## src/rtl/int_sched_if.sv

```systemverilog
// Signal bundle between the raster interrupt scheduler and the CPU/video side.
// The missed flag exists only when INT_SCHED_TIMEOUT_EN is defined.
interface int_sched_if #(
  parameter int NSLOT  = 4,
  parameter int LINE_W = 9,
  parameter int HPOS_W = 8
);
  logic              wr_en;
  logic [4:0]        wr_addr;
  logic [7:0]        wr_data;
  logic [LINE_W-1:0] line;
  logic [HPOS_W-1:0] hpos;
  logic              pix_stb;
  logic              frame_start;
  logic              vdos;
  logic              intack;
  logic              int_start_lin;
  logic [1:0]        slot_id;
  logic [NSLOT-1:0]  pending;
  logic              overflow;
`ifdef INT_SCHED_TIMEOUT_EN
  logic              missed;
`endif

  modport master (
    output wr_en, wr_addr, wr_data, line, hpos, pix_stb, frame_start, vdos, intack,
    input  int_start_lin, slot_id, pending, overflow
`ifdef INT_SCHED_TIMEOUT_EN
    , input missed
`endif
  );

  modport slave (
    input  wr_en, wr_addr, wr_data, line, hpos, pix_stb, frame_start, vdos, intack,
    output int_start_lin, slot_id, pending, overflow
`ifdef INT_SCHED_TIMEOUT_EN
    , output missed
`endif
  );
endinterface

```

## src/rtl/int_sched.sv

```systemverilog
// Raster-interrupt scheduler: slot compare -> pending (+1 clk) -> start pulse (+1 clk), paced by intack edges.
// vdos defers issue without losing hits; INT_SCHED_TIMEOUT_EN adds a 63-clk ack timeout and sticky missed flag.
module int_sched #(
  parameter int NSLOT  = 4,
  parameter int LINE_W = 9,
  parameter int HPOS_W = 8
) (
  input  logic       i_clk,
  input  logic       i_res_n,
  int_sched_if.slave bus
);

  typedef enum logic [1:0] {S_IDLE, S_ISSUE, S_WAIT_ACK} state_t;

  state_t            r_state, w_state_nxt;
  logic [LINE_W-1:0] r_line [NSLOT];
  logic [HPOS_W-1:0] r_hpos [NSLOT];
  logic [NSLOT-1:0]  r_en, r_os, r_pending;
  logic [NSLOT-1:0]  w_hit, w_wr_slot, w_iss_clr;
  logic              r_overflow, r_ack_d;
  logic [1:0]        r_slot_id, w_sel;
  logic              w_ack_edge, w_ctl, w_issue, w_any, w_ovf, w_start;
`ifdef INT_SCHED_TIMEOUT_EN
  logic [5:0]        r_to_cnt;
  logic              r_missed, w_to;
`endif

  assign w_ack_edge = bus.intack & ~r_ack_d;
  assign w_ctl      = bus.wr_en && (bus.wr_addr == 5'd16);
  assign w_any      = |r_pending;

  // Per-slot compare, write decode and lowest-index pending select.
  always_comb begin
    w_hit     = '0;
    w_wr_slot = '0;
    w_iss_clr = '0;
    w_sel     = '0;
    for (int i = NSLOT - 1; i >= 0; i--) begin
      w_hit[i]     = bus.pix_stb && r_en[i] && (bus.line == r_line[i]) && (bus.hpos == r_hpos[i]);
      w_wr_slot[i] = bus.wr_en && !bus.wr_addr[4] && (bus.wr_addr[3:2] == 2'(i))
                     && (bus.wr_addr[1:0] != 2'd3);
      if (r_pending[i]) w_sel = 2'(i);
    end
    for (int i = 0; i < NSLOT; i++) begin
      w_iss_clr[i] = w_issue && r_pending[i] && (w_sel == 2'(i));
    end
  end

  // A hit on a slot being issued this clk is a fresh request, not an overflow.
  assign w_ovf = |(w_hit & r_pending & ~w_wr_slot & ~w_iss_clr);

  always_ff @(posedge i_clk or negedge i_res_n) begin
    if (!i_res_n) begin
      for (int i = 0; i < NSLOT; i++) begin
        r_line[i] <= '0;
        r_hpos[i] <= '0;
      end
      r_en       <= '0;
      r_os       <= '0;
      r_pending  <= '0;
      r_overflow <= 1'b0;
    end else begin
      for (int i = 0; i < NSLOT; i++) begin
        if (w_iss_clr[i] && r_os[i]) r_en[i] <= 1'b0;
        if (w_wr_slot[i]) begin
          case (bus.wr_addr[1:0])
            2'd0: r_line[i][7:0] <= bus.wr_data;
            2'd1: begin
              r_en[i]             <= bus.wr_data[7];
              r_os[i]             <= bus.wr_data[6];
              r_line[i][LINE_W-1] <= bus.wr_data[0];
            end
            2'd2:    r_hpos[i] <= bus.wr_data[HPOS_W-1:0];
            default: ;
          endcase
        end
        if (w_wr_slot[i])
          r_pending[i] <= 1'b0;
        else if (w_hit[i])
          r_pending[i] <= 1'b1;
        else if (bus.frame_start || (w_ctl && bus.wr_data[1]) || w_iss_clr[i])
          r_pending[i] <= 1'b0;
      end
      r_overflow <= (r_overflow & ~(w_ctl & bus.wr_data[0])) | w_ovf;
    end
  end

  always_ff @(posedge i_clk or negedge i_res_n) begin
    if (!i_res_n) begin
      r_state   <= S_IDLE;
      r_ack_d   <= 1'b0;
      r_slot_id <= '0;
    end else begin
      r_state <= w_state_nxt;
      r_ack_d <= bus.intack;
      if (w_issue) r_slot_id <= w_sel;
    end
  end

  always_comb begin
    w_state_nxt = r_state;
    w_start     = 1'b0;
    w_issue     = 1'b0;
    case (r_state)
      S_IDLE: if (w_any && !bus.vdos) w_state_nxt = S_ISSUE;
      S_ISSUE: begin
        w_start     = 1'b1;
        w_issue     = 1'b1;
        w_state_nxt = S_WAIT_ACK;
      end
      S_WAIT_ACK: begin
        if (w_ack_edge || bus.frame_start) w_state_nxt = S_IDLE;
`ifdef INT_SCHED_TIMEOUT_EN
        else if (r_to_cnt == 6'd62) w_state_nxt = S_IDLE;
`endif
      end
      default: w_state_nxt = S_IDLE;
    endcase
  end

`ifdef INT_SCHED_TIMEOUT_EN
  // The counter is zeroed while issuing, so WAIT_ACK lasts at most 63 clk.
  assign w_to = (r_state == S_WAIT_ACK) && !w_ack_edge && !bus.frame_start && (r_to_cnt == 6'd62);

  always_ff @(posedge i_clk or negedge i_res_n) begin
    if (!i_res_n) begin
      r_to_cnt <= '0;
      r_missed <= 1'b0;
    end else begin
      if (r_state == S_ISSUE)
        r_to_cnt <= '0;
      else if (r_state == S_WAIT_ACK)
        r_to_cnt <= r_to_cnt + 6'd1;
      r_missed <= (r_missed & ~(w_ctl & bus.wr_data[2])) | w_to;
    end
  end

  assign bus.missed = r_missed;
`endif

  assign bus.int_start_lin = w_start;
  assign bus.slot_id       = r_slot_id;
  assign bus.pending       = r_pending;
  assign bus.overflow      = r_overflow;

endmodule

```

## src/flat_wrapper.sv

```systemverilog
// flat-port wrapper written by rule: the top's interface ports become plain ports
module int_sched_flat 
#(
  parameter int NSLOT  = 4,
  parameter int LINE_W = 9,
  parameter int HPOS_W = 8
)
  (i_clk, i_res_n, bus_wr_en, bus_wr_addr, bus_wr_data, bus_line, bus_hpos, bus_pix_stb, bus_frame_start, bus_vdos, bus_intack, bus_int_start_lin, bus_slot_id, bus_pending, bus_overflow);
  int_sched_if #(.NSLOT(NSLOT), .LINE_W(LINE_W), .HPOS_W(HPOS_W)) bus_i ();
  input  logic i_clk;
  input  logic i_res_n;
  input wire logic [$bits(bus_i.wr_en)-1:0] bus_wr_en;
  input wire logic [$bits(bus_i.wr_addr)-1:0] bus_wr_addr;
  input wire logic [$bits(bus_i.wr_data)-1:0] bus_wr_data;
  input wire logic [$bits(bus_i.line)-1:0] bus_line;
  input wire logic [$bits(bus_i.hpos)-1:0] bus_hpos;
  input wire logic [$bits(bus_i.pix_stb)-1:0] bus_pix_stb;
  input wire logic [$bits(bus_i.frame_start)-1:0] bus_frame_start;
  input wire logic [$bits(bus_i.vdos)-1:0] bus_vdos;
  input wire logic [$bits(bus_i.intack)-1:0] bus_intack;
  output wire logic [$bits(bus_i.int_start_lin)-1:0] bus_int_start_lin;
  output wire logic [$bits(bus_i.slot_id)-1:0] bus_slot_id;
  output wire logic [$bits(bus_i.pending)-1:0] bus_pending;
  output wire logic [$bits(bus_i.overflow)-1:0] bus_overflow;
  assign bus_i.wr_en = bus_wr_en;
  assign bus_i.wr_addr = bus_wr_addr;
  assign bus_i.wr_data = bus_wr_data;
  assign bus_i.line = bus_line;
  assign bus_i.hpos = bus_hpos;
  assign bus_i.pix_stb = bus_pix_stb;
  assign bus_i.frame_start = bus_frame_start;
  assign bus_i.vdos = bus_vdos;
  assign bus_i.intack = bus_intack;
  assign bus_int_start_lin = bus_i.int_start_lin;
  assign bus_slot_id = bus_i.slot_id;
  assign bus_pending = bus_i.pending;
  assign bus_overflow = bus_i.overflow;
  int_sched #(.NSLOT(NSLOT), .LINE_W(LINE_W), .HPOS_W(HPOS_W)) u_core (.i_clk(i_clk), .i_res_n(i_res_n), .bus(bus_i));
endmodule
```

## config.mk

```make
export PLATFORM = sky130hd
export DESIGN_NAME = int_sched_flat
export DESIGN_NICKNAME = d
export VERILOG_FILES = /design/src/rtl/int_sched_if.sv /design/src/rtl/int_sched.sv /design/src/flat_wrapper.sv
export SDC_FILE = /design/constraint.sdc
export NUM_CORES = 1
export LEC_CHECK = 0
export BUFFER_PORTS_ARGS = -buffer_cell sky130_fd_sc_hd__buf_2
export CORE_MARGIN = 10
export CORE_UTILIZATION = 45
export DETAILED_ROUTE_END_ITERATION = 7
export GPL_TIMING_DRIVEN = 0
export PLACE_DENSITY = 0.72
export SLEW_MARGIN = 20
export SYNTH_ARGS = -nofsm -noshare
export SYNTH_HDL_FRONTEND = slang
export SYNTH_SLANG_ARGS = --single-unit
```

## constraint.sdc

```tcl
create_clock -name i_clk -period 3.05 [get_ports i_clk]
set_clock_uncertainty 0.15 [all_clocks]
set_input_delay 0.61 -clock i_clk [delete_from_list [all_inputs] [get_ports i_clk]]
set_output_delay 0.61 -clock i_clk [all_outputs]
set_load 0.005 [all_outputs]
```

==> run_summary.xml, run 1 <==
<?xml version="1.0" encoding="UTF-8"?>
<metrics>
  <group name="clock_network">
    <metric name="insertion_delay" unit="ns">0.36</metric>
    <metric name="clock_sink_count" unit="">86</metric>
    <metric name="root_buffer" unit="">clkbuf_8</metric>
    <metric name="cts_resized" unit="">0</metric>
    <metric name="cts.htree.levels" unit="">3</metric>
    <metric name="cts_max_path_buffers" unit="">2</metric>
    <metric name="cts-buffers-inserted" unit="">9</metric>
    <metric name="cts.hold.buffers_added" unit="">0</metric>
    <metric name="post_cts_buffers" unit="">0</metric>
    <metric name="clk_pin_slew_worst_paths" unit="ns">0.08</metric>
    <metric name="tritoncts" unit="">yes</metric>
  </group>
  <group name="yosys">
    <metric name="ys_async_sr_fraction" unit="%">100</metric>
    <metric name="synth_warnings" unit="">0</metric>
    <metric name="synth_commonest_cells" unit="">dfrtp_1, mux2_2, xnor2_1, nand4_1, clkbuf_1</metric>
    <metric name="synth_edf_count" unit="">0</metric>
    <metric name="cell_count_after_synthesis" unit="">354</metric>
    <metric name="synth.lib_cells_used.distinct" unit="">35</metric>
    <metric name="post_synth_main_area_contributors" unit="">dfrtp_1, mux2_2, xnor2_1, nand4_1, clkbuf_1</metric>
    <metric name="ys_seq_elements" unit="">86</metric>
    <metric name="synth_area" unit="um^2">4250</metric>
    <metric name="synth_top_cell_area_share" unit="%">50.7</metric>
    <metric name="synth_area_per_cell" unit="um^2">12.0</metric>
    <metric name="seq_area_frac_synth" unit="%">50.7</metric>
    <metric name="ys_dominant_reg_cell" unit="">dfrtp_1</metric>
    <metric name="synth_nets" unit="">391</metric>
    <metric name="netlist.top_cell.by_area" unit="">dfrtp_1</metric>
    <metric name="synthMostInstantiatedCell" unit="">dfrtp_1</metric>
  </group>
  <group name="detailed_routing">
    <metric name="drc" unit="">0</metric>
    <metric name="route.vias.total" unit="">2823</metric>
    <metric name="firstDrtPassIters" unit="">4</metric>
    <metric name="post_route_antenna_net_violation_count" unit="">0</metric>
    <metric name="route.final.wire_length" unit="mm">10.0</metric>
    <metric name="detail_route.vias_per_cell" unit="">5.56</metric>
    <metric name="first_iter_violations" unit="">198</metric>
    <metric name="avgRoutedWirePerCell" unit="um">19.7</metric>
  </group>
  <group name="floorplanning">
    <metric name="die-width" unit="um">117</metric>
    <metric name="initial_utilization" unit="%">46.2</metric>
    <metric name="io_pins" unit="">45</metric>
    <metric name="core_area" unit="um^2">9200</metric>
    <metric name="floorplan.rows" unit="">35</metric>
    <metric name="fp.dieH" unit="um">117</metric>
    <metric name="die-area" unit="um^2">13700</metric>
  </group>
  <group name="power">
    <metric name="p_switching" unit="W">0.000751</metric>
    <metric name="p_per_area" unit="nW/um^2">624</metric>
    <metric name="power.clock.fraction" unit="%">35.2</metric>
    <metric name="intPower" unit="W">0.00225</metric>
    <metric name="power_switching_share" unit="%">25.0</metric>
    <metric name="p_comb_share" unit="%">16.9</metric>
    <metric name="seqPwrFrac" unit="%">47.9</metric>
    <metric name="max-vdd-ir-drop" unit="V">0.000376</metric>
    <metric name="cellLeakagePower" unit="nW">2.03</metric>
  </group>
  <group name="setup_path">
    <metric name="critical_path_class" unit="">input pin to flip-flop</metric>
    <metric name="cp-start-kind" unit="">input pin</metric>
    <metric name="crit_chain" unit="">buf_2, and2_1, nor2_1, nand3_1, nor3_2, mux2_2</metric>
    <metric name="regToRegEndpoint" unit="">u_core.bus.overflow</metric>
    <metric name="worst-endpoint-required" unit="ns">3.14</metric>
    <metric name="critical_path.endpoint_type" unit="">flip-flop</metric>
    <metric name="r2r_slack" unit="ns">1.41</metric>
    <metric name="timing.critical_path.fanout_max" unit="">9</metric>
    <metric name="critical_path_arrival" unit="ns">2.54</metric>
    <metric name="cp_num_buf_inv" unit="">1</metric>
    <metric name="timing.critical_path.slowest_stage_cell" unit="">nor3_2</metric>
    <metric name="timing.reg2reg.worst_path_depth" unit="">5</metric>
    <metric name="crit_family" unit="">simple AND/OR/NAND/NOR gates</metric>
    <metric name="largest_stage_delay_on_the_critical_path" unit="ns">0.78</metric>
    <metric name="timing.rr.start" unit="">u_core.bus.pending[0]</metric>
  </group>
  <group name="global_route">
    <metric name="grt_antenna_before_repair" unit="">0</metric>
    <metric name="grt_first_pass_wirelength" unit="mm">15.8</metric>
    <metric name="first_global_vias" unit="">2916</metric>
    <metric name="overflow" unit="">0</metric>
    <metric name="grt_util_all_layers" unit="%">15.3</metric>
    <metric name="grt_start_max_net_pins" unit="">53</metric>
  </group>
  <group name="sta">
    <metric name="setup_viol_count_final" unit="">0</metric>
    <metric name="aggregate_negative_setup_slack" unit="ns">0</metric>
    <metric name="grt_setup_unrepaired" unit="">false</metric>
    <metric name="max_clock_freq" unit="MHz">409</metric>
    <metric name="finalHoldViolCount" unit="">0</metric>
    <metric name="post-route-min-period" unit="ns">2.44</metric>
    <metric name="slew_limit_fails" unit="">0</metric>
    <metric name="max_slew.worst_pin.slew" unit="ns">0.973</metric>
    <metric name="max_slew_margin" unit="%">34.8</metric>
    <metric name="fin_hold_ws" unit="ns">0.0408</metric>
    <metric name="period_share" unit="%">80.1</metric>
  </group>
  <group name="final_layout">
    <metric name="num-fill-cells" unit="">821</metric>
    <metric name="area.growth.synth_to_final" unit="%">13.4</metric>
    <metric name="antenna_cells" unit="">0</metric>
    <metric name="drive_above_1_share" unit="%">30.5</metric>
    <metric name="multi_input_combinational_cell_area" unit="um^2">2000</metric>
    <metric name="sequential_cell_area" unit="um^2">2150</metric>
    <metric name="finish.net_count" unit="">429</metric>
  </group>
  <group name="placed_design">
    <metric name="place.detailed.hpwl" unit="mm">7.43</metric>
    <metric name="buffer_ports.inserted" unit="">26</metric>
    <metric name="routabilityCongestion" unit="">0.918</metric>
  </group>
  <group name="min_path">
    <metric name="worst_hold_path_type" unit="">input pin to asynchronous set/reset pin</metric>
  </group>
  <group name="job">
    <metric name="cap_violations" unit="">0</metric>
  </group>
  <group name="status">
    <metric name="status" unit="">finished, final reports clean</metric>
  </group>
</metrics>
how the worst max path moves through the flow:
stage          slack, ns      startpoint  depth (start not counted)                 to
2_1_floorplan       0.59  bus_wr_addr[0]                          6  u_core.r_line[10]
3_3_place_gp        0.32  bus_wr_addr[0]                          6   u_core.r_line[9]
5_1_grt             0.53  bus_wr_addr[0]                          6   u_core.r_hpos[4]
6_report            0.61  bus_wr_addr[0]                          6   u_core.r_line[5]
3_5_place_dp        0.27  bus_wr_addr[0]                          6   u_core.r_hpos[4]
4_1_cts             0.65  bus_wr_addr[0]                          6   u_core.r_hpos[4]
final cells by class:
type | count | share of cell area [%]
sequential | 86 | 44.7
timing repair buffer | 27 | 3.32
tap | 111 | 2.88
inverter | 2 | 0.156
buffer | 22 | 1.79
clock inverter | 6 | 2.75
multi-input combinational | 244 | 41.6
clock buffer | 10 | 2.86
cells by family (layout without fill, tap and decap cells):
group / Yosys count / after routing / synth area share [%]
and+or+nand+nor: 85 / 85 / 11.1
muxes: 72 / 72 / 19.0
AOI/OAI and AO/OA: 19 / 19 / 2.97
buffers and inverters: 24 / 67 / 2.21
DFF: 86 / 86 / 50.7
xor gates and xnor gates: 68 / 68 / 14.0
per-layer routing:
layer | up-vias | track usage (%) | wire length, um
met2 | 82 | 24.1 | 4680
met4 | 0 | 4.78 | 167
li1 | 1295 | - | -
met1 | 1430 | 20.3 | 4500
met3 | 16 | 3.87 | 661
met5 | - | 0 | 0
worst reg2reg max path, stage by stage, from the launching register on:
cell and delay [ns]:
dfrtp_1 0.48, nor2_1 0.16, nand2b_1 0.17, and3_1 0.25
a32oi_1 0.22, nand4_1 0.10
power groups by stage:
stage | logic (W) | clock network [W] | registers, W
after floorplan | 0.000379 | 0 | 0.00143
after global placement | 0.000491 | 0 | 0.00145
after detailed placement | 0.000509 | 0 | 0.00146
after CTS | 0.000513 | 0.00107 | 0.00144
after global routing | 0.000554 | 0.00112 | 0.00146
final | 0.000507 | 0.00106 | 0.00144
layout by cell type, fill, tap and decap left out, types with 6 or more instances in the layout:
master    synthesis  layout
clkbuf_8          0      10
xnor2_1          67      67
nand2b_1          6       6
dfrtp_1          86      86
clkbuf_1         18      18
nand2_1          15      15
o21ai_0           7       7
nand4_1          19      19
nor2_1           15      15
buf_2             3      28
nand3_1           9       9
mux2_2           70      70
registers in the layout, summed over array words and instances (netlist names):
name,count
u_core.bus.overflow,1
u_core.r_hpos,32
u_core.r_ack_d,1
u_core.r_en,4
u_core.bus.slot_id,2
u_core.r_os,4
u_core.bus.pending,4
u_core.r_state,2
u_core.r_line,36
stage by stage:
stage                     setup WS [ns]  util [%]  instances  cell area (um^2)  total power [W]
after floorplan                   0.591         -        354              4250          0.00181
after global placement            0.318      49.1        491              4520          0.00194
after detailed placement          0.274      49.4        492              4550          0.00197
after CTS                         0.649      52.4        508              4820          0.00302
after global routing              0.529      52.4        508              4820          0.00314
final                             0.607      52.4        508              4820          0.00300
No activity file was read; power rests on OpenSTA's default activity.
==> inputs of run 2 (changes only) <==
Settings changed: ABC_AREA set to 1.
Clock period 3.05 ns to 2.3 ns, I/O delays scaled along.
==> run_summary.xml, run 2 <==
<?xml version="1.0" encoding="UTF-8"?>
<metrics>
  <group name="setup_path">
    <metric name="critical_path_class" unit="">flip-flop to output pin</metric>
    <metric name="regToRegEndpoint" unit="">u_core.bus.overflow</metric>
    <metric name="timing.critical_path.fanout_max" unit="">8</metric>
    <metric name="timing.reg2reg.worst_path_depth" unit="">6</metric>
    <metric name="timing.rr.start" unit="">u_core.r_state[1]</metric>
    <metric name="r2r_slack" unit="ns">0.58</metric>
    <metric name="worst-endpoint-required" unit="ns">1.69</metric>
    <metric name="cp-start-kind" unit="">flip-flop</metric>
    <metric name="critical_path_arrival" unit="ns">1.26</metric>
    <metric name="critical_path.endpoint_type" unit="">output pin</metric>
  </group>
  <group name="detailed_routing">
    <metric name="first_iter_violations" unit="">546</metric>
    <metric name="route.final.wire_length" unit="mm">12.7</metric>
    <metric name="avgRoutedWirePerCell" unit="um">16.2</metric>
    <metric name="firstDrtPassIters" unit="">5</metric>
    <metric name="route.vias.total" unit="">4122</metric>
    <metric name="detail_route.vias_per_cell" unit="">5.27</metric>
    <metric name="drc" unit="">0</metric>
    <metric name="post_route_antenna_net_violation_count" unit="">0</metric>
  </group>
  <group name="sta">
    <metric name="post-route-worst-setup-slack" unit="ns">0.434</metric>
    <metric name="finalHoldViolCount" unit="">0</metric>
    <metric name="aggregate_negative_setup_slack" unit="ns">0</metric>
    <metric name="max_slew_margin" unit="%">54.1</metric>
    <metric name="fin_hold_ws" unit="ns">0.0785</metric>
    <metric name="post-route-min-period" unit="ns">1.87</metric>
    <metric name="max_slew.worst_pin.slew" unit="ns">0.688</metric>
    <metric name="period_share" unit="%">81.1</metric>
    <metric name="setup_viol_count_final" unit="">0</metric>
    <metric name="slew_limit_fails" unit="">0</metric>
    <metric name="max_clock_freq" unit="MHz">536</metric>
    <metric name="grt_setup_unrepaired" unit="">false</metric>
  </group>
  <group name="min_path">
    <metric name="hold_startpoint" unit="">bus_intack</metric>
    <metric name="worst_hold_path_type" unit="">input pin to flip-flop</metric>
    <metric name="min_path_cells" unit="">1</metric>
    <metric name="whs_endpoint" unit="">u_core.r_ack_d</metric>
  </group>
  <group name="floorplanning">
    <metric name="fp.dieH" unit="um">119</metric>
    <metric name="initial_utilization" unit="%">45.7</metric>
    <metric name="die-area" unit="um^2">14200</metric>
    <metric name="io_pins" unit="">45</metric>
    <metric name="core_area" unit="um^2">9640</metric>
    <metric name="die-width" unit="um">119</metric>
    <metric name="floorplan.rows" unit="">36</metric>
  </group>
  <group name="yosys">
    <metric name="synth_nets" unit="">626</metric>
    <metric name="seq_area_frac_synth" unit="%">48.8</metric>
    <metric name="synth_area_per_cell" unit="um^2">7.49</metric>
    <metric name="cell_count_after_synthesis" unit="">589</metric>
    <metric name="ys_seq_elements" unit="">86</metric>
    <metric name="synth_area" unit="um^2">4410</metric>
    <metric name="synth.lib_cells_used.distinct" unit="">26</metric>
    <metric name="synth_warnings" unit="">0</metric>
    <metric name="synth_top_cell_area_share" unit="%">48.8</metric>
    <metric name="synthMostInstantiatedCell" unit="">nand2_1</metric>
    <metric name="ys_async_sr_fraction" unit="%">100</metric>
    <metric name="synth_edf_count" unit="">0</metric>
    <metric name="ys_dominant_reg_cell" unit="">dfrtp_1</metric>
    <metric name="netlist.top_cell.by_area" unit="">dfrtp_1</metric>
    <metric name="post_synth_main_area_contributors" unit="">dfrtp_1, nand2_1, o21ai_0, inv_1, nor2_1</metric>
    <metric name="synth_commonest_cells" unit="">nand2_1, o21ai_0, dfrtp_1, inv_1, nor2_1</metric>
  </group>
  <group name="global_route">
    <metric name="met3_usage" unit="%">4.20</metric>
    <metric name="overflow" unit="">0</metric>
    <metric name="grt_start_max_net_pins" unit="">58</metric>
    <metric name="first_global_vias" unit="">3884</metric>
    <metric name="grt_util_all_layers" unit="%">18.0</metric>
    <metric name="grt_first_pass_wirelength" unit="mm">20.4</metric>
    <metric name="grt_use_met1" unit="%">23.8</metric>
    <metric name="grt_antenna_before_repair" unit="">0</metric>
    <metric name="grt.busiest_layer" unit="">met2</metric>
    <metric name="grtUsageMet2" unit="%">28.5</metric>
  </group>
  <group name="job">
    <metric name="cap_violations" unit="">0</metric>
  </group>
  <group name="power">
    <metric name="cellLeakagePower" unit="nW">2.51</metric>
    <metric name="max-vdd-ir-drop" unit="V">0.000378</metric>
    <metric name="totalPowerFinal" unit="W">0.00354</metric>
    <metric name="p_per_area" unit="nW/um^2">708</metric>
  </group>
  <group name="clock_network">
    <metric name="tritoncts" unit="">yes</metric>
    <metric name="cts.htree.levels" unit="">3</metric>
    <metric name="cts_max_path_buffers" unit="">2</metric>
    <metric name="cts-buffers-inserted" unit="">9</metric>
    <metric name="clk_pin_slew_worst_paths" unit="ns">0.08</metric>
    <metric name="root_buffer" unit="">clkbuf_8</metric>
    <metric name="clock_sink_count" unit="">86</metric>
    <metric name="insertion_delay" unit="ns">0.36</metric>
  </group>
  <group name="placed_design">
    <metric name="place.detailed.hpwl" unit="mm">9.52</metric>
    <metric name="numPlacedInstances" unit="">766</metric>
    <metric name="routabilityCongestion" unit="">0.990</metric>
    <metric name="buffer_ports.inserted" unit="">43</metric>
    <metric name="dpl_worst_slack" unit="ns">0.220</metric>
  </group>
  <group name="final_layout">
    <metric name="layoutNonFillerInstCount" unit="">782</metric>
    <metric name="finish.net_count" unit="">682</metric>
    <metric name="mostFrequentLayoutCells" unit="">nand2_1, o21ai_0, dfrtp_1</metric>
    <metric name="drive_above_1_share" unit="%">11.6</metric>
    <metric name="largest_reg_flops" unit="">36</metric>
    <metric name="area.growth.synth_to_final" unit="%">13.5</metric>
    <metric name="layout.cells.most_common" unit="">nand2_1</metric>
    <metric name="largest-register" unit="">u_core.r_line</metric>
    <metric name="layout_top_registers" unit="">u_core.r_line: 36 flops, u_core.r_hpos: 32 flops</metric>
    <metric name="antenna_cells" unit="">0</metric>
  </group>
  <group name="status">
    <metric name="status" unit="">finished, final reports clean</metric>
  </group>
</metrics>
==> run 2: cell count changes in the layout (fill, tap and decap cells not counted), sizes merged, moves of 10 or more <==
cell,before,now
buf,31,52
clkbuf,28,16
inv,2,64
mux2,70,0
nand2,15,209
nand3,9,19
nand4,19,5
nor2,17,59
o21ai,7,104
xnor2,67,9
==> run 2: routing by layer <==
layer	share of wire (%)	up-vias
li1	-	1974
met1	44	1975
met2	47	158
met3	7.7	15
met4	1.4	0
met5	0	-
==> run 2: how the worst max path moves through the flow <==
stage / start / end / cells past startpoint
after global routing: u_core.r_state[0] / bus_int_start_lin / 3
after floorplan: bus_wr_addr[4] / u_core.r_line[15] / 7
final: u_core.r_state[1] / bus_int_start_lin / 2
after CTS: u_core.r_state[1] / bus_int_start_lin / 2
after global placement: i_res_n / u_core.r_line[23] / 1
after detailed placement: bus_wr_addr[1] / u_core.r_line[6] / 6
==> run 2: cell type report <==
class	instances	area, um^2
plain buffers	12	86.3
clock buffers	12	155
clock inverters	3	20.0
fillers	980	4630
inverters	64	240
multi-input cells	427	1930
flip-flops and latches	86	2150
well taps	133	166
repair buffers	45	255
==> run 2: kinds of logic after synthesis <==
kind of cell,after synthesis,share of synthesized area (%)
XOR/XNOR,16,3.18
AND/OR/NAND/NOR,295,27.0
AO/OA/AOI/OAI,116,13.6
flip-flops,86,48.8
buffers and inverters,76,7.41
==> run 2: through the flow <==
stage                     utilization (%)  area [um^2]
after global routing                 51.9         5010
after CTS                            51.9         5010
after floorplan                         -         4410
after global placement               49.7         4790
final                                51.9         5010
after detailed placement             50.0         4820
==> run 2: critical path: stages, from the launching register on <==
cell and delay, ns:
dfrtp_1 0.40, nor2_2 0.31, buf_2 0.19
==> run 2: repair_timing <==
item	4_1_cts	5_1_grt
resized for setup	0	0
endpoints found under the hold margin	29	0
setup buffers	0	0
hold buffers	1	0
==> run 2: where the power goes <==
part           switching [W]  leakage, nW  internal (W)
clock network       0.000539       0.0845      0.000445
registers           0.000162         1.14       0.00174
logic               0.000398         1.29      0.000262
total                0.00110         2.51       0.00244
==> inputs of run 3 (changes only) <==
Settings changed: ABC_AREA 1 to 0.
Clock period 2.3 ns to 1.8 ns, I/O delays scaled along.
==> run_summary.xml, run 3 (synthesized netlist as in run 1, its figures left out) <==
<?xml version="1.0" encoding="UTF-8"?>
<metrics>
  <group name="clock_network">
    <metric name="cts-buffers-inserted" unit="">9</metric>
    <metric name="tritoncts" unit="">yes</metric>
    <metric name="cts_max_path_buffers" unit="">2</metric>
    <metric name="cts.htree.levels" unit="">3</metric>
    <metric name="clock_sink_count" unit="">86</metric>
    <metric name="clk_pin_slew_worst_paths" unit="ns">0.09</metric>
    <metric name="insertion_delay" unit="ns">0.37</metric>
    <metric name="root_buffer" unit="">clkbuf_8</metric>
  </group>
  <group name="sta">
    <metric name="max_slew_margin" unit="%">55.2</metric>
    <metric name="finalHoldViolCount" unit="">0</metric>
    <metric name="post-route-worst-setup-slack" unit="ns">-0.00362</metric>
    <metric name="post-route-min-period" unit="ns">1.80</metric>
    <metric name="setup_viol_count_final" unit="">1</metric>
    <metric name="slew_limit_fails" unit="">0</metric>
    <metric name="period_share" unit="%">100</metric>
    <metric name="grt_setup_unrepaired" unit="">true</metric>
    <metric name="fin_hold_ws" unit="ns">0.00853</metric>
    <metric name="max_clock_freq" unit="MHz">554</metric>
    <metric name="max_slew.worst_pin.slew" unit="ns">0.672</metric>
  </group>
  <group name="status">
    <metric name="failed_checks" unit="">setup timing</metric>
    <metric name="status" unit="">finished with violations</metric>
  </group>
  <group name="global_route">
    <metric name="grt_antenna_before_repair" unit="">0</metric>
    <metric name="overflow" unit="">0</metric>
    <metric name="grt_first_pass_wirelength" unit="mm">15.7</metric>
    <metric name="grt_start_max_net_pins" unit="">52</metric>
    <metric name="first_global_vias" unit="">2901</metric>
    <metric name="grt_util_all_layers" unit="%">15.4</metric>
  </group>
  <group name="final_layout">
    <metric name="num-fill-cells" unit="">810</metric>
    <metric name="mostFrequentLayoutCells" unit="">dfrtp_1, xnor2_1, mux2_2</metric>
    <metric name="largest_reg_flops" unit="">36</metric>
    <metric name="largest-register" unit="">u_core.r_line</metric>
    <metric name="post-route-cell-area" unit="um^2">4950</metric>
    <metric name="layout.cells.most_common" unit="">dfrtp_1</metric>
    <metric name="antenna_cells" unit="">0</metric>
    <metric name="finish.net_count" unit="">438</metric>
    <metric name="area.growth.synth_to_final" unit="%">16.5</metric>
    <metric name="layout_top_registers" unit="">u_core.r_line: 36 flops, u_core.r_hpos: 32 flops</metric>
    <metric name="layoutNonFillerInstCount" unit="">517</metric>
    <metric name="drive_above_1_share" unit="%">34.0</metric>
  </group>
  <group name="min_path">
    <metric name="worst_hold_path_type" unit="">input pin to flip-flop</metric>
  </group>
  <group name="detailed_routing">
    <metric name="route.vias.total" unit="">2852</metric>
    <metric name="post_route_antenna_net_violation_count" unit="">0</metric>
    <metric name="avgRoutedWirePerCell" unit="um">20.1</metric>
    <metric name="firstDrtPassIters" unit="">4</metric>
    <metric name="drc" unit="">0</metric>
    <metric name="route.final.wire_length" unit="mm">10.4</metric>
    <metric name="detail_route.vias_per_cell" unit="">5.52</metric>
    <metric name="first_iter_violations" unit="">182</metric>
  </group>
  <group name="floorplanning">
    <metric name="fp.dieH" unit="um">117</metric>
    <metric name="io_pins" unit="">45</metric>
    <metric name="core_area" unit="um^2">9200</metric>
    <metric name="die-width" unit="um">117</metric>
    <metric name="die-area" unit="um^2">13700</metric>
    <metric name="floorplan.rows" unit="">35</metric>
    <metric name="initial_utilization" unit="%">46.2</metric>
  </group>
  <group name="power">
    <metric name="p_per_area" unit="nW/um^2">931</metric>
    <metric name="max-vdd-ir-drop" unit="V">0.000347</metric>
    <metric name="cellLeakagePower" unit="nW">2.08</metric>
  </group>
  <group name="placed_design">
    <metric name="post_dp_cell_area" unit="um^2">4620</metric>
    <metric name="buffer_ports.inserted" unit="">26</metric>
    <metric name="routabilityCongestion" unit="">0.857</metric>
    <metric name="place.detailed.hpwl" unit="mm">7.46</metric>
    <metric name="numPlacedInstances" unit="">492</metric>
  </group>
  <group name="setup_path">
    <metric name="critical_path_class" unit="">input pin to flip-flop</metric>
    <metric name="timing.critical_path.fanout_max" unit="">8</metric>
    <metric name="critical_path.endpoint_type" unit="">flip-flop</metric>
    <metric name="worst-endpoint-required" unit="ns">1.90</metric>
    <metric name="cp-start-kind" unit="">input pin</metric>
    <metric name="critical_path_arrival" unit="ns">1.91</metric>
  </group>
  <group name="job">
    <metric name="cap_violations" unit="">0</metric>
  </group>
</metrics>
==> run 3: changes by cell type in the layout (fill, tap and decap cells not counted), sizes merged, moves of 5 or more <==
cell and delta:
nand2 -194, o21ai -97, mux2 +70, inv -60, xnor2 +58, nor2 -42, nand4 +14, buf -13
clkbuf +10, nand3 -10, nand2b +6, xor2 -6, nor3 +5
==> run 3: worst max-delay path, cell delays in order <==
cell	delay, ns
buf_2	0.11
nand2b_4	0.15
or4b_4	0.59
nor3_4	0.19
buf_12	0.17
mux2_2	0.34
==> run 3: stage by stage <==
step | util [%] | total power [W] | setup TNS, ns | setup WS, ns
2_1_floorplan | - | 0.00310 | -10.80 | -0.359
3_3_place_gp | 50.0 | 0.00331 | -76.85 | -0.690
3_5_place_dp | 50.2 | 0.00336 | -35.64 | -0.737
4_1_cts | 53.3 | 0.00464 | 0 | 0.00426
5_1_grt | 53.8 | 0.00483 | -0.0119 | -0.00517
6_report | 53.8 | 0.00461 | -0.00362 | -0.00362
==> run 3: repair_timing <==
| item | CTS | global route |
|---|---|---|
| setup endpoints to repair | 43 | 44 |
| hold buffers | 2 | 0 |
| setup buffers | 5 | 3 |
| pin swaps | 4 | 3 |
| resized for setup | 6 | 4 |
| endpoints found under the hold margin | 51 | 0 |
==> run 3: where the power goes <==
part / switching, W / total [W] / internal, W
Clock: 0.000755 / 0.00127 / 0.000518
Combinational: 0.000384 / 0.000902 / 0.000518
Sequential: 0.000200 / 0.00243 / 0.00223
==> run 3: final timing paths <==
| path | startpoint | endpoint | slack [ns] | depth (start not counted) |
|---|---|---|---|---|
| max in group asynchronous | i_res_n | u_core.bus.pending[2] | 0.45 | 3 |
| min in group asynchronous | i_res_n | u_core.r_line[20] | 0.42 | 2 |
| worst max-delay path | bus_wr_addr[4] | u_core.r_line[10] | -0.004 | 6 |
| worst min-delay path | bus_vdos | u_core.r_state[0] | 0.009 | 2 |
| worst min register to register | u_core.bus.slot_id[0] | u_core.bus.slot_id[0] | 0.34 | 2 |
| worst max register to register | u_core.r_line[20] | u_core.bus.pending[1] | 0.08 | 5 |
==> run 3: layout make-up <==
class | instances | area [um^2] | share of cell area (%)
inverters | 2 | 7.51 | 0.152
plain buffers | 21 | 106 | 2.15
flip-flops and latches | 86 | 2150 | 43.5
clock inverters | 7 | 57.6 | 1.16
multi-input cells | 244 | 2090 | 42.3
well taps | 111 | 139 | 2.81
clock buffers | 9 | 124 | 2.50
repair buffers | 37 | 270 | 5.46
==> run 3: routing by layer <==
metal	part of all wire, %	track usage (%)
met2	46	24.0
met3	5.6	3.57
met4	2.5	6.43
met5	0	0
met1	46	20.2
